===== src/rtl/apb_addr_map_regs.sv =====
// APB completer holding the software-writable per-slave address map, enable mask, lock and config-error status.
// Access latency is WAIT_STATES+1 cycles after SETUP; the completer stalls the requester only by holding pready low.
module apb_addr_map_regs #(
  parameter int          SLAVE_NUM    = 4,
  parameter int          WAIT_STATES  = 0,
  parameter logic [31:0] RESET_BASE   = 32'h0000_0000,
  parameter logic [31:0] RESET_SIZE   = 32'h0000_1000,
  parameter int          PRIV_WR_ONLY = 1
) (
  input  logic                   pclk,
  input  logic                   preset_n,
  input  logic                   psel,
  input  logic                   penable,
  input  logic                   pwrite,
  input  logic [31:0]            paddr,
  input  logic [31:0]            pwdata,
  input  logic [3:0]             pstrb,
  input  logic [2:0]             pprot,
  output logic                   pready,
  output logic [31:0]            prdata,
  output logic                   pslverr,
  output logic [32*SLAVE_NUM-1:0] map_start,
  output logic [32*SLAVE_NUM-1:0] map_end,
  output logic [SLAVE_NUM-1:0]   map_en
);

  typedef enum logic [1:0] {IDLE, SETUP, ACCESS} state_e;

  state_e               state_q, state_d;
  logic [2:0]           cnt_q, cnt_d;
  logic [31:0]          start_q [SLAVE_NUM];
  logic [31:0]          start_d [SLAVE_NUM];
  logic [31:0]          end_q   [SLAVE_NUM];
  logic [31:0]          end_d   [SLAVE_NUM];
  logic [SLAVE_NUM-1:0] en_q, en_d;
  logic                 lock_q, lock_d;
  logic [SLAVE_NUM-1:0] cfg_err;

  logic [7:0]  off;
  logic [3:0]  idx;
  logic        hit_se, is_ctrl, is_en, is_stat, err, wr_commit;
  logic [31:0] rd_dat, en_merged;
  logic        unused_prot;

  assign unused_prot = ^pprot[2:1];

  function automatic logic [31:0] merge(input logic [31:0] old_v, input logic [31:0] new_v,
                                        input logic [3:0] strb);
    logic [31:0] r;
    r = old_v;
    for (int k = 0; k < 4; k++)
      if (strb[k]) r[8*k +: 8] = new_v[8*k +: 8];
    return r;
  endfunction

  always_comb begin
    off     = paddr[7:0];
    idx     = off[6:3];
    hit_se  = !off[7] && (int'(idx) < SLAVE_NUM);
    is_ctrl = (off == 8'h80);
    is_en   = (off == 8'h84);
    is_stat = (off == 8'h88);
    err = (paddr[1:0] != 2'b00) || (paddr[31:8] != 24'd0)
       || !(hit_se || is_ctrl || is_en || is_stat)
       || (pwrite && is_stat)
       || (pwrite && lock_q && (hit_se || is_en))
       || (pwrite && (PRIV_WR_ONLY != 0) && !pprot[0]);
  end

  assign pready    = (state_q == ACCESS) && (cnt_q == 3'(WAIT_STATES));
  assign wr_commit = pready && psel && pwrite && !err;

  always_comb begin
    state_d = state_q;
    cnt_d   = cnt_q;
    case (state_q)
      IDLE:   if (psel && !penable) state_d = SETUP;
      SETUP: begin
        if (!psel) state_d = IDLE;
        else if (penable) begin
          state_d = ACCESS;
          cnt_d   = 3'd0;
        end
      end
      ACCESS: begin
        if (!psel) state_d = IDLE;
        else if (pready) state_d = penable ? IDLE : SETUP;
        else cnt_d = cnt_q + 3'd1;
      end
      default: state_d = IDLE;
    endcase
  end

  always_comb begin
    start_d   = start_q;
    end_d     = end_q;
    en_d      = en_q;
    lock_d    = lock_q;
    en_merged = merge(32'(en_q), pwdata, pstrb);
    if (wr_commit) begin
      for (int i = 0; i < SLAVE_NUM; i++) begin
        if (hit_se && idx == 4'(i)) begin
          if (paddr[2]) end_d[i]   = merge(end_q[i], pwdata, pstrb);
          else          start_d[i] = merge(start_q[i], pwdata, pstrb);
        end
      end
      if (is_en) en_d = en_merged[SLAVE_NUM-1:0];
      // LOCK can only be set; a zero write is ignored
      if (is_ctrl && pstrb[0] && pwdata[0]) lock_d = 1'b1;
    end
  end

  always_comb begin
    rd_dat = 32'd0;
    for (int i = 0; i < SLAVE_NUM; i++) begin
      cfg_err[i]           = start_q[i] > end_q[i];
      map_start[32*i +: 32] = start_q[i];
      map_end[32*i +: 32]   = end_q[i];
      if (hit_se && idx == 4'(i)) rd_dat = paddr[2] ? end_q[i] : start_q[i];
    end
    if (is_ctrl) rd_dat[0] = lock_q;
    if (is_en)   rd_dat[SLAVE_NUM-1:0] = en_q;
    if (is_stat) rd_dat[SLAVE_NUM-1:0] = cfg_err;
    map_en  = en_q & ~cfg_err;
    prdata  = (pready && !pwrite && !err) ? rd_dat : 32'd0;
    pslverr = pready && err;
  end

  always_ff @(posedge pclk or negedge preset_n) begin
    if (!preset_n) begin
      state_q <= IDLE;
      cnt_q   <= 3'd0;
      for (int i = 0; i < SLAVE_NUM; i++) begin
        start_q[i] <= RESET_BASE + 32'(i) * RESET_SIZE;
        end_q[i]   <= RESET_BASE + 32'(i + 1) * RESET_SIZE - 32'd1;
      end
      en_q   <= '1;
      lock_q <= 1'b0;
    end else begin
      state_q <= state_d;
      cnt_q   <= cnt_d;
      start_q <= start_d;
      end_q   <= end_d;
      en_q    <= en_d;
      lock_q  <= lock_d;
    end
  end

endmodule


===== config.mk =====
export PLATFORM = sky130hd
export DESIGN_NAME = apb_addr_map_regs
export DESIGN_NICKNAME = d
export VERILOG_FILES = /design/src/rtl/apb_addr_map_regs.sv
export SDC_FILE = /design/constraint.sdc
export NUM_CORES = 1
export LEC_CHECK = 0
export ABC_AREA = 1
export BUFFER_PORTS_ARGS = -buffer_cell sky130_fd_sc_hd__buf_2
export CAP_MARGIN = 10
export CORE_AREA = 2 2 198 200
export CTS_CLUSTER_DIAMETER = 150
export DETAILED_ROUTE_END_ITERATION = 12
export DIE_AREA = 0 0 200 202
export PLACE_DENSITY = 0.8
export SLEW_MARGIN = 40
export SYNTH_ARGS = -nofsm -noshare
export SYNTH_HDL_FRONTEND = slang
export SYNTH_SLANG_ARGS = --single-unit

===== constraint.sdc =====
create_clock -name pclk -period 2.2 [get_ports pclk]
set_input_delay 0.44 -clock pclk [delete_from_list [all_inputs] [get_ports pclk]]
set_output_delay 0.44 -clock pclk [all_outputs]
set_load 0.02 [all_outputs]

==> flow_metrics.tcl <==
set metrics [dict create \
    rsz0062_at_grt "yes" \
    insertion_delay_ns 0.59 \
    clkTransAtPathRegs_ns 0.06 \
    drtPass1Iterations 6 \
    failed_checks "setup timing" \
    power.leakage_nw 13.8 \
    numClockSinks 266 \
    antenna_found_initial 3 \
    drt_iter0_drc 2085 \
    wl_mm 72.9 \
    final-setup-viol-count 37 \
    yosysWarnings 0 \
    cts_max_level 1 \
    final_cells 3666 \
    synth_adder_area_share_pct 9.51 \
    die_area_um2 40400 \
    cts_tree "yes" \
    track_usage_pct 35.2 \
    ys_seq_area_share_pct 39.3 \
    hp-class "in -> reg" \
    die_x_um 200 \
    num_rows 72 \
    viasPerCell 5.50 \
    worst_path_most_repeated_cell "nand4_1" \
    max_cap_viol_count 0 \
    dp_cells 3564 \
    dieHeight_um 202 \
    synth_simple_gate_area_share_pct 34.3 \
    ir_drop_uv 596 \
    synth_top_family_by_area "simple AND/OR/NAND/NOR gates" \
    ys_ff_latch 266 \
    cp_slowest_cell "dfstp_2" \
    place.port_buffers 367 \
    drive_above_1_share_pct 38.2 \
    synthArstFlopShare_pct 100 \
    critPathKind "reg -> out" \
    ys_types 36 \
    muxShareOfSynthArea_pct 0 \
    fin_crit_sh_pct 136 \
    synth_flop_cell "dfrtp_1" \
    grt_max_degree 69 \
    core_um2 38300 \
    gp_congestion 0.978 \
    initial_core_util_pct 44.7 \
    start_kind "flip-flop" \
    gr-total-overflow 0 \
    post-route-min-period_ns 2.98 \
    avgSynthCellArea_um2 7.22 \
    nNetsFinal 3327 \
    synth_area_um2 17100 \
    drv_slew 0 \
    clock_skew_ns 0.0205 \
    grt_pass1_vias 19700 \
    critPathArrivalTime_ns 2.54 \
    synth-xor-area-share_pct 0 \
    synth_edf_count 0 \
    tightest_slew_ns 0.664 \
    syn_to_final_growth_pct 48.7 \
    worst_slack_ns -0.784 \
    p_per_area_nw_per_um2 433 \
    routed-via-count 20200 \
    final.fill_count 3080 \
    dp_hpwl_mm 52.8 \
    io_pins 370 \
    slew_headroom_pct 55.3 \
    cp_slowest_stage_delay_ns 0.57 \
    synth_compound_area_share_pct 8.99 \
    drtAntennaViolNets 0 \
    finalHoldViolations 0 \
    wire_per_inst_um 19.9 \
    fmax_mhz 335 \
    numCtsBuffers 30 \
    cp-end-kind "primary output" \
    clk_path_buf_depth 3 \
    status "finished with violations" \
    syn_inst 2369 \
    fin_worst_hold_slack_ns 0.0384 \
    grt_pass1_wl_mm 109 \
    syn-num-nets 2575 \
    drc 0 \
    critical_path.max_fanout 2 \
    crit_required_ns 1.76 \
    crit_chain "inv_2 > ha_4 > nand4_1 > nor3_2 > buf_4 > nand4_1 > a21boi_2 > buf_6" \
    clockRootBuffer "clkbuf_16" \
]
## cell usage in the layout, fill, tap and decap left out, types with 30 or more instances in the layout
| master | count |
|---|---|
| nand2_1 | 809 |
| buf_4 | 443 |
| buf_2 | 328 |
| nand3_1 | 294 |
| dfrtp_1 | 206 |
| o21ai_0 | 149 |
| inv_1 | 146 |
| nor2_1 | 99 |
| a21oi_1 | 90 |
| ha_1 | 88 |
| dfstp_2 | 60 |
| buf_6 | 44 |
| inv_2 | 42 |
| ha_4 | 42 |
| nor2_4 | 41 |
| nand2_2 | 31 |
| clkbuf_16 | 31 |
| buf_12 | 30 |
## state kept, by name, summed over array words and instances (netlist names)
signal	flops
cnt_q	3
en_q	4
lock_q	1
map_end	128
map_start	128
state_q	2
## critical path: cells and delay by family (launching register included)
kind | cells | cell delay (ns)
DFF | 1 | 0.57
and+or+nand+nor | 3 | 0.54
buffers and inverters | 3 | 0.35
adders and majority gates | 1 | 0.26
AOI/OAI and AO/OA | 1 | 0.25
## synth_stat cells (4+ instances only)
library cell	count	area share (%)
clkbuf_1	67	1.5
nor2_1	156	3.4
buf_4	13	0.57
clkbuf_2	28	0.82
nand4_1	15	0.55
buf_2	15	0.44
o22ai_1	12	0.44
nor2_4	4	0.26
a21boi_0	4	0.18
nand3_2	5	0.29
o21a_1	6	0.26
a21oi_1	106	3.1
o21ai_0	161	4.7
nand3_4	20	2.0
clkinv_1	5	0.11
dfstp_2	60	9.2
inv_1	185	4.1
inv_2	4	0.088
buf_1	4	0.088
ha_1	130	9.5
a21o_1	5	0.22
dfrtp_1	206	30
nand2_1	844	19
nand3_1	297	8.7
## layout make-up
type | instances | area (um^2) | share of cell area [%]
Sequential cell | 266 | 6730 | 26.5
Clock buffer | 44 | 885 | 3.48
Antenna cell | 3 | 7.51 | 0.0295
Clock inverter | 12 | 113 | 0.443
Inverter | 194 | 731 | 2.87
Timing Repair Buffer | 850 | 6160 | 24.2
Tap cell | 518 | 648 | 2.55
Multi-Input combinational cell | 1779 | 10200 | 40.0
## stage by stage
stage	instance area (um^2)	util, %	TNS, ns	power [mW]	worst slack (ns)
5_1_grt	25400	66.4	-25.44	11.3	-0.843
3_3_place_gp	22900	59.7	-66.89	5.81	-0.431
6_report	25400	66.4	-22.46	11.0	-0.784
4_1_cts	24900	65.1	-23.08	11.0	-0.789
3_5_place_dp	22900	59.7	-81.13	5.82	-0.484
2_1_floorplan	17300	-	0	5.36	0.00126
## where the power goes
| part | internal, mW | switching [mW] |
|---|---|---|
| registers | 4.91 | 0.00480 |
| logic | 0.281 | 0.629 |
| clock network | 3.00 | 2.19 |
| total | 8.19 | 2.83 |
## routing by layer
layer / up-vias / GRT usage [%] / share of wire [%]
li1: 9222 / - / -
met1: 9501 / 42.7 / 37
met2: 1180 / 57.3 / 47
met3: 270 / 7.64 / 10
met4: 0 / 20.5 / 6.3
met5: - / 0 / 0
## worst paths after layout
kind                              from            end  slack [ns]  cells past startpoint
max                        map_end[41]      map_en[1]       -0.78                      8
min                            penable     state_q[0]        0.04                      2
min reg2reg                    en_q[2]        en_q[2]        0.48                      2
max reg2reg                   cnt_q[1]  map_start[83]        0.07                     12
min in group asynchronous     preset_n       cnt_q[1]        0.37                      2
max in group asynchronous     preset_n    map_end[58]        1.04                      3
## cells by family (layout without fill, tap and decap cells)
| group | count (synthesis) | in the layout |
|---|---|---|
| AOI/OAI and AO/OA | 296 | 296 |
| adders and majority gates | 130 | 130 |
| buffers and inverters | 324 | 1100 |
| DFF | 266 | 266 |
| other | 0 | 3 |
| and+or+nand+nor | 1353 | 1353 |
## timing repair
action,4_1_cts,5_1_grt
hold buffers,1,0
setup buffers,20,21
cloned,2,0
pin swaps,55,47
endpoints found under the hold margin,34,0
resized for setup,224,70
setup endpoints to repair,64,246
No activity file was read; power rests on OpenSTA's default activity.
